--- src/rtl/adder_fifo_pkg.sv ---
// Shared helpers for the N-operand streaming adder: output width and operand extension.
package adder_fifo_pkg;

    localparam int MAX_W = 64;

    function automatic int out_width(input int num_in, input int w);
        return w + $clog2(num_in);
    endfunction

    // Extends the low w bits of x to MAX_W, replicating bit w-1 when signedMode is set.
    function automatic logic [MAX_W-1:0] sext_or_zext(input logic [MAX_W-1:0] x,
                                                      input int w,
                                                      input bit signedMode);
        logic [MAX_W-1:0] mask;
        logic [MAX_W-1:0] sh;
        logic [MAX_W-1:0] r;
        mask = (MAX_W'(1) << w) - MAX_W'(1);
        sh   = x >> (w - 1);
        r    = x & mask;
        if (signedMode && sh[0]) r = r | ~mask;
        return r;
    endfunction

endpackage

--- src/rtl/adder_sync_fifo.sv ---
// Synchronous circular-buffer FIFO with occupancy count; a full FIFO refuses pushes even when popping.
module adder_sync_fifo #(
    parameter  int WIDTH = 8,
    parameter  int DEPTH = 4,
    localparam int AW    = $clog2(DEPTH),
    localparam int CW    = AW + 1
) (
    input  logic             clk_i,
    input  logic             rst_i,
    input  logic [WIDTH-1:0] pushData,
    input  logic             push,
    input  logic             pop,
    output logic [WIDTH-1:0] headData,
    output logic             full,
    output logic             empty,
    output logic [CW-1:0]    count
);

    logic [DEPTH-1:0][WIDTH-1:0] mem;
    logic [AW-1:0]               rdPtr;
    logic [AW-1:0]               wrPtr;
    logic                        doPush;
    logic                        doPop;

    assign full     = (count == CW'(DEPTH));
    assign empty    = (count == '0);
    assign doPush   = push && !full;
    assign doPop    = pop && !empty;
    assign headData = mem[rdPtr];

    // Storage carries no reset; stale words are unreachable once the pointers clear.
    always_ff @(posedge clk_i) begin
        if (doPush) mem[wrPtr] <= pushData;
    end

    always_ff @(posedge clk_i) begin
        if (rst_i) begin
            rdPtr <= '0;
            wrPtr <= '0;
            count <= '0;
        end else begin
            if (doPush) wrPtr <= wrPtr + AW'(1);
            if (doPop)  rdPtr <= rdPtr + AW'(1);
            case ({doPush, doPop})
                2'b10:   count <= count + CW'(1);
                2'b01:   count <= count - CW'(1);
                default: count <= count;
            endcase
        end
    end

endmodule

--- src/rtl/multi_adder_fifo.sv ---
// N-operand streaming adder: per-channel input FIFOs joined in order, summed, and queued for one consumer.
module multi_adder_fifo
    import adder_fifo_pkg::*;
#(
    parameter  int DATA_IN_WIDTH = 8,
    parameter  int NUM_IN        = 2,
    parameter  int IN_DEPTH      = 4,
    parameter  int OUT_DEPTH     = 4,
    parameter  int SIGNED        = 0,
    localparam int OUT_W         = out_width(NUM_IN, DATA_IN_WIDTH),
    localparam int OCW           = $clog2(OUT_DEPTH) + 1
) (
    input  logic                            clk_i,
    input  logic                            rst_i,
    input  logic [NUM_IN*DATA_IN_WIDTH-1:0] in_i,
    input  logic [NUM_IN-1:0]               in_valid_i,
    output logic [NUM_IN-1:0]               in_ready_o,
    output logic [OUT_W-1:0]                out_o,
    output logic                            out_valid_o,
    input  logic                            out_ready_i,
    output logic [OCW-1:0]                  out_count_o
);

    localparam int ICW = $clog2(IN_DEPTH) + 1;

    logic [NUM_IN-1:0][DATA_IN_WIDTH-1:0] inHead;
    logic [NUM_IN-1:0][OUT_W-1:0]         ext;
    logic [NUM_IN-1:0][ICW-1:0]           unusedInCount;
    logic [NUM_IN-1:0]                    inFull;
    logic [NUM_IN-1:0]                    inEmpty;
    logic [OUT_W-1:0]                     sum;
    logic [OUT_W-1:0]                     outHead;
    logic                                 outFull;
    logic                                 outEmpty;
    logic                                 fire;

    for (genvar k = 0; k < NUM_IN; k++) begin : gLane
        adder_sync_fifo #(.WIDTH(DATA_IN_WIDTH), .DEPTH(IN_DEPTH)) uInFifo (
            .clk_i    (clk_i),
            .rst_i    (rst_i),
            .pushData (in_i[k*DATA_IN_WIDTH +: DATA_IN_WIDTH]),
            .push     (in_valid_i[k] && in_ready_o[k]),
            .pop      (fire),
            .headData (inHead[k]),
            .full     (inFull[k]),
            .empty    (inEmpty[k]),
            .count    (unusedInCount[k])
        );

        assign in_ready_o[k] = !inFull[k] && !rst_i;
        assign ext[k] = OUT_W'(sext_or_zext(MAX_W'(inHead[k]), DATA_IN_WIDTH, SIGNED != 0));
    end

    // outFull comes from the registered count, so a same-cycle output pop never enables a fire.
    assign fire = !(|inEmpty) && !outFull;

    always_comb begin
        sum = '0;
        for (int i = 0; i < NUM_IN; i++) sum = sum + ext[i];
    end

    adder_sync_fifo #(.WIDTH(OUT_W), .DEPTH(OUT_DEPTH)) uOutFifo (
        .clk_i    (clk_i),
        .rst_i    (rst_i),
        .pushData (sum),
        .push     (fire),
        .pop      (out_ready_i),
        .headData (outHead),
        .full     (outFull),
        .empty    (outEmpty),
        .count    (out_count_o)
    );

    assign out_valid_o = !outEmpty;
    assign out_o       = outEmpty ? '0 : outHead;

endmodule

--- config.mk ---
export PLATFORM = sky130hd
export DESIGN_NAME = multi_adder_fifo
export DESIGN_NICKNAME = d
export VERILOG_FILES = /design/src/rtl/adder_fifo_pkg.sv /design/src/rtl/adder_sync_fifo.sv /design/src/rtl/multi_adder_fifo.sv
export SDC_FILE = /design/constraint.sdc
export NUM_CORES = 1
export LEC_CHECK = 0
export BUFFER_PORTS_ARGS = -buffer_cell sky130_fd_sc_hd__clkbuf_2
export CORE_MARGIN = 2
export CORE_UTILIZATION = 55
export CTS_CLUSTER_SIZE = 16
export DETAILED_ROUTE_END_ITERATION = 6
export PLACE_DENSITY = 0.79
export SKIP_CTS_REPAIR_TIMING = 1
export SYNTH_ARGS = -nofsm -noshare
export SYNTH_HDL_FRONTEND = slang
export SYNTH_SLANG_ARGS = --single-unit
--- constraint.sdc ---
create_clock -name clk_i -period 3.15 [get_ports clk_i]
set_input_delay 0.4725 -clock clk_i [delete_from_list [all_inputs] [get_ports clk_i]]
set_output_delay 0.4725 -clock clk_i [all_outputs]
set_load 0.02 [all_outputs]
After elaboration in Yosys (flattened, before gate mapping)
Index checks and enable logic that the tools add are counted.
- register bits: 121
- bits in latches: 0
- memory bits (writable): 0
- memory bits (read-only): 0
- input port bits: 21
- logic and storage cells: 100
- memories kept: 0
- $add $sub $neg: 13
- multiply operators: 0
- div/mod/pow operators: 0
- magnitude comparators: 9
- eq/ne operators: 9
- shifts and indexed selects: 0
- muxes and demuxes: 19
- bitwise gates (word level): 0
- reduce and logical (&&, ||, !) cells: 29
- operator list (operator ; count):
    $bwmux 32 ; 2
    $bwmux 36 ; 1
    $bmux 8 s2 ; 2
    $demux 8 s2 ; 2
    $mux 8 ; 4
    $mux 9 ; 3
    $bmux 9 s2 ; 1
    $demux 9 s2 ; 1
    $lt 2x3->1 const B ; 6
    $pmux 3 s2 ; 3
    $logic_and 1x1->1 ; 14
    $add 2x1->2 const B ; 6
    $add 3x1->3 const B ; 3
    $add 8x8->9 ; 1
    $eq 3x3->1 const B ; 3
    $logic_not 3->1 ; 3
    $sub 3x1->3 const B ; 3
    $logic_not 1->1 ; 8
    $eq 2x1->1 const B ; 3
    $eq 2x2->1 const B ; 3
    $ge 2x1->1 const B ; 3
    $reduce_bool 2->1 ; 3
    $reduce_or 2->1 ; 1

Depth between registers and ports, before layout
Gate-level depths: netlist of run 1.
- depth in word-level cells: 7
- gate-level depth with buffers: 10
- mapped depth without buffers: 10

Modules after synthesis
Synthesis of run 1 repeated with hierarchy kept, for this count alone.
- cell total of the unflattened synthesis: 338
- area, all modules: 5348.9 µm²
- by module, submodules not included (module ; instances ; cells each ; area an instance (µm²) ; seq. area each (µm²)):
    adder_sync_fifo at gLane[0].uInFifo ... ; 2 ; 92 ; 1586.5 ; 1101.1
    adder_sync_fifo at uOutFifo ; 1 ; 97 ; 1766.7 ; 1221.2
    multi_adder_fifo ; 1 ; 57 ; 409.1 ; 0.0

Worst setup path after synthesis of run 1
OpenSTA, ideal clock, no wires.
- kind: register to register
- from: register uOutFifo.count[1]
- to: register gLane[0].uInFifo.count[2]
- setup time: 0.071 ns
- arrival time: 2.263 ns
- data required time: 3.079 ns
- setup slack: 0.816 ns
- cell stages (with the launch flop): 10
- buffers on the path: 1
- path through: dfxtp_1 > inv_1 > a311oi_2 > buf_6 > ha_1 > inv_1 > fa_1 > xor2_1 > or3_1 > a21oi_1
- longest elaborated chain between the ends: 6
- RTL lines (item ; line ; source):
    start: declaration ; adder_sync_fifo.sv:16 ; output logic [CW-1:0] count
    start signal: assignment ; adder_sync_fifo.sv:45 ; 2'b10: count <= count + CW'(1);
    start signal: assignment ; adder_sync_fifo.sv:46 ; 2'b01: count <= count - CW'(1);
    start signal: assignment ; adder_sync_fifo.sv:47 ; default: count <= count;
    $eq 3x3->1 * ; adder_sync_fifo.sv:25 ; assign full = (count == CW'(DEPTH));
    $logic_not 1->1 * ; multi_adder_fifo.sv:55 ; assign fire = !(|inEmpty) && !outFull;
    $logic_and 1x1->1 * ; multi_adder_fifo.sv:55 ;
    $logic_and 1x1->1 * ; adder_sync_fifo.sv:28 ; assign doPop = pop && !empty;
    net gLane[0].uInFifo.doPop ; adder_sync_fifo.sv:23 ; logic doPop;
    $eq 2x1->1 or $eq 2x2->1 (tied branches) ; adder_sync_fifo.sv:44 ; case ({doPush, doPop})
    $pmux 3 s2 or $reduce_bool 2->1 (tied branches) ; - ;
    end signal: assignment ; adder_sync_fifo.sv:45 ;
    end signal: assignment ; adder_sync_fifo.sv:46 ;
    end signal: assignment ; adder_sync_fifo.sv:47 ;
    end: declaration ; adder_sync_fifo.sv:16 ;
The timed path passes the listed nets; every way through them passes the cells marked *.
A chain may end at the register's enable or synchronous reset.

Final worst setup path of run 1
- from: register gLane[0].uInFifo.rdPtr[0]
- to: register uOutFifo.mem[15] (netlist bit) (data pin)
- longest elaborated chain between the ends: 4
- RTL lines (item ; line ; source):
    start: declaration ; adder_sync_fifo.sv:20 ; logic [AW-1:0] rdPtr;
    start signal: assignment ; adder_sync_fifo.sv:43 ; if (doPop) rdPtr <= rdPtr + AW'(1);
    $bmux 8 s2 ; adder_sync_fifo.sv:29 ; assign headData = mem[rdPtr];
    $mux 8 (implied by the code) ; adder_sync_fifo.sv:29 ;
    $add 8x8->9 ; multi_adder_fifo.sv:59 ; for (int i = 0; i < NUM_IN; i++) sum = sum + ext[i];
    net sum[6] ; multi_adder_fifo.sv:31 ; logic [OUT_W-1:0] sum;
    $bwmux 36 ; adder_sync_fifo.sv:33 ; if (doPush) mem[wrPtr] <= pushData;
    end signal: indexed assignment ; adder_sync_fifo.sv:33 ;
    end: declaration ; adder_sync_fifo.sv:19 ; logic [DEPTH-1:0][WIDTH-1:0] mem;
The timed path passes the listed nets, and every way through them passes these cells. The select of a mux whose other input is x is not followed.

==> summary.log, run 1 <==
[finish] area taken by multi-input logic gates 1630 µm²
[job] maximum capacitance violations 0
[placement] count of buffers inserted at the top-level ports 35
[worst_setup_path] startpoint of the worst-slack reg-to-reg timing path gLane[0].uInFifo.rdPtr[0]$_SDFFE_PP0P_
[finish] final-layout fill cell count 638
[cts] clock buffers created by TritonCTS 17
[cts] TritonCTS clock tree yes
[finish] count of nets after finishing 415
[global_routing] vias in the first global route 2853
[cts] clock tree root buffer cell sky130_fd_sc_hd__clkbuf_8
[floorplanning] total die area 10200 µm²
[floorplanning] total core area 9200 µm²
[routing] 1st-pass router iterations 4
[worst_setup_path] crit path capture type register
[finish] n_diodes 0
[timing] count of endpoints failing hold in the final timing report 0
[cts] buffer levels on the longest clock path 2
[finish] share of cells above drive strength 1 0.276
[cts] clock insertion delay at the later pin of the skew report 510 ps
[timing] RSZ-0062 raised after global routing no
[routing] total number of vias 2700
[routing] wire length after detailed routing 9060 µm
[global_routing] pin count of the biggest net entering global routing 17
[placement] RePlAce Congestion 0.914
[worst_setup_path] startpoint type of the worst setup path register
[timing] Least-Margin Pin Slew 734 ps
[logic_synthesis] synthesized net count 367
[cts] clock slew at the register clock pins of the worst setup and hold paths 60 ps
[timing] final setup violation count 0
[cts] H-Tree Depth 4
[logic_synthesis] Yosys reg bits 121
[logic_synthesis] Post-Synthesis Cell Area 5200 µm²
[logic_synthesis] synthesis warning total 0
[logic_synthesis] library cell with the largest summed area after synthesis sky130_fd_sc_hd__edfxtp_1
[floorplanning] standard-cell rows 35
[worst_hold_path] beginning of the worst hold path in_i[14]
[global_routing] initial antenna violation count 0
[worst_hold_path] min-delay worst type primary input to register
[timing] maximum achievable frequency 369 MHz
[finish] count of placed standard cells in the final layout, fillers left out 491
[floorplanning] io pins 36
[global_routing] total gr overflow 0
[floorplanning] Die X 101 µm
[timing] tightest hold margin 188 ps
[logic_synthesis] synthesized area divided by synthesized cell count 16.3 µm²
[placement] detailed-placement wirelength estimate 6220 µm
[global_routing] All-Layer GR Usage 0.201
[pwr] static power due to leakage 0.00214 µW
[routing] remaining routing DRC violations 0
[logic_synthesis] leading post-synthesis cells by cell area sky130_fd_sc_hd__edfxtp_1 58%, sky130_fd_sc_hd__mux4_2 11%, sky130_fd_sc_hd__dfxtp_1 8.1%
[status] result of the run completed
[pwr] total power divided by cell area 830 nW/µm²
[timing] setup clock skew after layout 9.22 ps
[worst_setup_path] Req. time, crit path 3450 ps
[global_routing] global-route wire length before repair 14700 µm
[pwr] final total power 5040 µW
[logic_synthesis] number of standard cells after synthesis 319
[logic_synthesis] fraction of synthesized cell area taken by the top area cell type 0.578
[timing] Period minus WS final 2710 ps
[routing] number of vias per cell 5.50
[floorplanning] initial core utilization 0.565
[finish] Register Area 3420 µm²
[logic_synthesis] Netlist cell types 35
[worst_setup_path] critical path launch point gLane[0].uInFifo.rdPtr[0]$_SDFFE_PP0P_
[routing] number of DRC violations after detailed-routing iteration 0 120
[placement] total placed cells including tap cells 459
[floorplanning] height of the die 101 µm
[logic_synthesis] fraction of the yosys area taken by sequential cells 0.659
[worst_setup_path] arrival time of the worst setup path 3000 ps
[timing] Final Cycle Share 0.860
[routing] post-route antenna net violation count 0
[worst_setup_path] critical setup path kind register to register
[timing] max-slew violation count 0
[pwr] worst vdd rail ir drop 0.414 mV
[timing] relative slew slack 0.510
[timing] final-layout setup total negative slack 0 ps
[finish] commonest cells after routing, fill and taps aside 100 x sky130_fd_sc_hd__edfxtp_1, 35 x sky130_fd_sc_hd__clkbuf_2, 25 x sky130_fd_sc_hd__mux4_2, 25 x sky130_fd_sc_hd__nor2_1, 23 x sky130_fd_sc_hd__ha_1
[worst_setup_path] critical-path maximum fanout 7
[finish] Area growth syn-to-layout 16.8%
[finish] commonest non-fill, non-tap cell in the layout sky130_fd_sc_hd__edfxtp_1
[routing] WL/cell 18.5 µm
[cts] number of clock sinks seen by CTS 121
## flip-flops by register name, indices dropped and copies added (netlist names)
name and count:
uOutFifo.mem 36, gLane.uInFifo.rdPtr 4, gLane.uInFifo.wrPtr 4, uOutFifo.wrPtr 2, uOutFifo.rdPtr 2, gLane.uInFifo.count 6
uOutFifo.count 3, gLane.uInFifo.mem 64
## per-stage QoR
stage	utilization	setup slack (ps)	area, µm²
final	0.660	442	6070
after global routing	0.660	247	6070
after CTS	0.660	421	6070
after detailed placement	0.596	485	5480
after global placement	0.596	584	5480
after floorplan	-	816	5200
## report_power, final
part	switching, µW	internal [µW]
sequential	110	1970
clock	657	1220
combinational	599	481
total	1370	3670
## critical path: stages, from the launching register on
cell	delay (ps)
sky130_fd_sc_hd__dfxtp_1	550
sky130_fd_sc_hd__mux4_2	570
sky130_fd_sc_hd__ha_1	230
sky130_fd_sc_hd__inv_1	80
sky130_fd_sc_hd__fa_1	210
sky130_fd_sc_hd__nor2b_1	60
sky130_fd_sc_hd__o21ai_1	170
sky130_fd_sc_hd__a21boi_1	130
sky130_fd_sc_hd__o31a_1	250
sky130_fd_sc_hd__a21oi_1	250
## cell families after synthesis
family / synth area share
flops: 0.659
fa+ha+maj: 0.0708
buf+inv: 0.0277
mux: 0.110
xor+xnor: 0.0320
simple gates: 0.0650
compound gates: 0.0354
## per-layer routing
metal  global-route usage  share of wire  wire length (µm)
met1                0.240           0.42              3780
met2                0.341           0.53              4800
met3               0.0614          0.035               316
met4               0.0821          0.018               161
met5                    0              0                 0
## layout make-up
cell class / instances / share of cell area
Sequential cell: 121 / 0.564
Multi-Input combinational cell: 165 / 0.268
Clock buffer: 20 / 0.0718
Timing Repair Buffer: 39 / 0.0338
Clock inverter: 12 / 0.0247
Tap cell: 111 / 0.0229
Inverter: 23 / 0.0142
## worst paths after layout
| path | endpoint | depth (start not counted) | slack [ps] |
|---|---|---|---|
| min reg2reg | gLane[0].uInFifo.count[2]$_SDFFE_PP0P_ | 2 | 520 |
| max | uOutFifo.mem[15]$_DFFE_PP_ | 9 | 440 |
| max reg2reg | uOutFifo.mem[15]$_DFFE_PP_ | 9 | 440 |
| min | gLane[1].uInFifo.mem[30]$_DFFE_PP_ | 1 | 190 |
## synthesized netlist by cell type (all sizes together)
library cell    n
or3             5
clkbuf          5
a21oi          10
nand3b          1
dfxtp          21
a31oi           2
a21boi          2
xor2            9
nor2           25
inv            23
and3            8
fa              4
a311oi          2
xnor2          10
and2           16
nor2b           2
buf             5
nor3            3
o21ai           5
mux4           25
o22ai           1
o21a            2
o31a            1
ha             23
mux2i           1
o31ai           2
nand2           6
edfxtp        100
Power figures use the tool's default switching activity.
==> run 2: changes to the inputs <==
REMOVE_ABC_BUFFERS = 1   (was not set)
==> run 2 against run 1 <==
Worst setup slack is essentially flat. Cell count shrank 0.20%. Maximum frequency is essentially flat. Global-route usage shrank 1.0 points. Routed wire length shrank 2.7%. Critical path type unchanged. Non-clock buffer count is the same. Register-to-register slack is essentially flat. Critical path depth shrank 1. Clock skew shrank 2.8 ps. Largest cell class unchanged. Total power shrank 3.6%. Utilization shrank 0.67 points. Sequential cell count is the same.
==> summary.log, run 2 (same netlist as run 1, synthesis figures left out) <==
[worst_setup_path] crit path capture type register
[pwr] internal power of the cells 3480 µW
[finish] commonest cells after routing, fill and taps aside 100 x sky130_fd_sc_hd__edfxtp_1, 35 x sky130_fd_sc_hd__clkbuf_2, 25 x sky130_fd_sc_hd__mux4_2, 25 x sky130_fd_sc_hd__nor2_1, 23 x sky130_fd_sc_hd__ha_1
[global_routing] initial antenna violation count 0
[timing] setup clock skew after layout 6.44 ps
[timing] final-layout setup total negative slack 0 ps
[placement] placed inst area 5480 µm²
[global_routing] vias in the first global route 2836
[placement] count of buffers inserted at the top-level ports 35
[routing] WL/cell 18.0 µm
[pwr] worst vdd rail ir drop 0.430 mV
[floorplanning] total core area 9200 µm²
[finish] summed area of non-filler cells in the final layout 6010 µm²
[routing] post-route antenna net violation count 0
[worst_hold_path] min-delay worst type primary input to register
[pwr] static power due to leakage 0.00212 µW
[worst_setup_path] Req. time, crit path 3420 ps
[finish] max reg flops 64
[finish] n_diodes 0
[cts] TritonCTS clock tree yes
[worst_setup_path] critical-path maximum fanout 6
[global_routing] total gr overflow 0
[pwr] Reg power frac 0.427
[routing] wire length after detailed routing 8820 µm
[cts] number of clock sinks seen by CTS 121
[timing] Period minus WS final 2710 ps
[pwr] combinational cell fraction of total power 0.222
[status] result of the run completed
[routing] number of DRC violations after detailed-routing iteration 0 113
[finish] Largest Register gLane.uInFifo.mem
[pwr] switching power total 1370 µW
[global_routing] global-route wire length before repair 14100 µm
[placement] RePlAce Congestion 0.728
[cts] clock tree root buffer cell sky130_fd_sc_hd__clkbuf_8
[pwr] sw frac 0.282
[cts] clock slew at the register clock pins of the worst setup and hold paths 60 ps
[pwr] total power divided by cell area 808 nW/µm²
[cts] clock buffers created by TritonCTS 17
[pwr] portion of total power attributed to the clock network 0.351
[worst_setup_path] startpoint type of the worst setup path register
[finish] share of cells above drive strength 1 0.277
[timing] Least-Margin Pin Slew 729 ps
[placement] detailed-placement wirelength estimate 6060 µm
[floorplanning] height of the die 101 µm
[timing] max-slew violation count 0
[timing] final setup violation count 0
[routing] remaining routing DRC violations 0
[cts] clock insertion delay at the later pin of the skew report 520 ps
[worst_setup_path] arrival time of the worst setup path 2970 ps
[worst_setup_path] critical setup path kind register to register
[cts] buffer levels on the longest clock path 2
[finish] commonest non-fill, non-tap cell in the layout sky130_fd_sc_hd__edfxtp_1
[routing] number of vias per cell 5.54
[finish] final-layout fill cell count 642
[finish] largest registers gLane.uInFifo.mem: 64 flops, uOutFifo.mem: 36 flops, gLane.uInFifo.count: 6 flops
[worst_setup_path] reg-to-reg setup timing slack 440 ps
[finish] count of nets after finishing 415
[global_routing] pin count of the biggest net entering global routing 17
[floorplanning] io pins 36
[timing] count of endpoints failing hold in the final timing report 0
[job] maximum capacitance violations 0
[global_routing] All-Layer GR Usage 0.190
[routing] 1st-pass router iterations 4
[floorplanning] initial core utilization 0.565
[finish] Area growth syn-to-layout 15.6%
[timing] Final Cycle Share 0.860
[floorplanning] total die area 10200 µm²
[routing] total number of vias 2717
[floorplanning] Die X 101 µm
[timing] maximum achievable frequency 369 MHz
[timing] RSZ-0062 raised after global routing no
[timing] relative slew slack 0.514
[floorplanning] standard-cell rows 35
[cts] H-Tree Depth 4
## run 2: cell types whose count changed in the layout (fill, tap and decap cells not counted), sizes merged
| cell | delta |
|---|---|
| clkinvlp | -1 |
| clkinv | +3 |
| bufinv | -2 |
| clkbuf | -2 |
| inv | +1 |
## run 2: per-layer routing
metal  global-route usage  routed length (µm)  vias up
met5                    0                   0        -
met4               0.0832                 153        0
met3               0.0504                 391       15
met2                0.328                4690       62
met1                0.226                3590     1352
li1                     -                   -     1288
## run 2: area by class of cell
cell class | count | area (µm²) | area share
sequential | 121 | 3420 | 0.570
multi-input combinational | 165 | 1630 | 0.271
clock buffer | 18 | 418 | 0.0696
timing repair buffer | 39 | 205 | 0.0342
tap | 111 | 139 | 0.0231
clock inverter | 13 | 106 | 0.0177
inverter | 23 | 86.3 | 0.0144
## run 2: final timing paths
| path | depth (start not counted) | start | endpoint |
|---|---|---|---|
| max | 8 | gLane[0].uInFifo.rdPtr[0]$_SDFFE_PP0P_ | uOutFifo.mem[5]$_DFFE_PP_ |
| min | 1 | in_i[9] | gLane[1].uInFifo.mem[1]$_DFFE_PP_ |
| min reg2reg | 2 | gLane[0].uInFifo.count[2]$_SDFFE_PP0P_ | gLane[0].uInFifo.count[2]$_SDFFE_PP0P_ |
| max reg2reg | 8 | gLane[0].uInFifo.rdPtr[0]$_SDFFE_PP0P_ | uOutFifo.mem[5]$_DFFE_PP_ |
## run 2: worst max-delay path, stage by stage, from the launching register on
cell and delay, ps:
sky130_fd_sc_hd__dfxtp_1 470, sky130_fd_sc_hd__buf_4 240, sky130_fd_sc_hd__mux4_2 530, sky130_fd_sc_hd__ha_1 290
sky130_fd_sc_hd__a21oi_1 70, sky130_fd_sc_hd__nand3b_1 160, sky130_fd_sc_hd__a21boi_1 220, sky130_fd_sc_hd__nor2_1 90
sky130_fd_sc_hd__xnor2_1 380
## run 2: stage by stage
| stage | hold WS, ps | power, µW | instances | util | setup slack, ps |
|---|---|---|---|---|---|
| 2_1_floorplan | 476 | 2880 | 309 | - | 549 |
| 3_3_place_gp | 501 | 3130 | 459 | 0.596 | 594 |
| 3_5_place_dp | 515 | 3170 | 459 | 0.596 | 542 |
| 4_1_cts | 159 | 4890 | 490 | 0.653 | 404 |
| 5_1_grt | 159 | 5090 | 490 | 0.653 | 262 |
| 6_report | 168 | 4860 | 490 | 0.653 | 442 |
## run 2: power groups by stage
stage	combinational (µW)	clock, µW	sequential, µW
2_1_floorplan	777	0	2110
3_3_place_gp	1030	0	2100
3_5_place_dp	1070	0	2110
4_1_cts	1090	1720	2080
5_1_grt	1200	1790	2090
6_report	1080	1710	2070
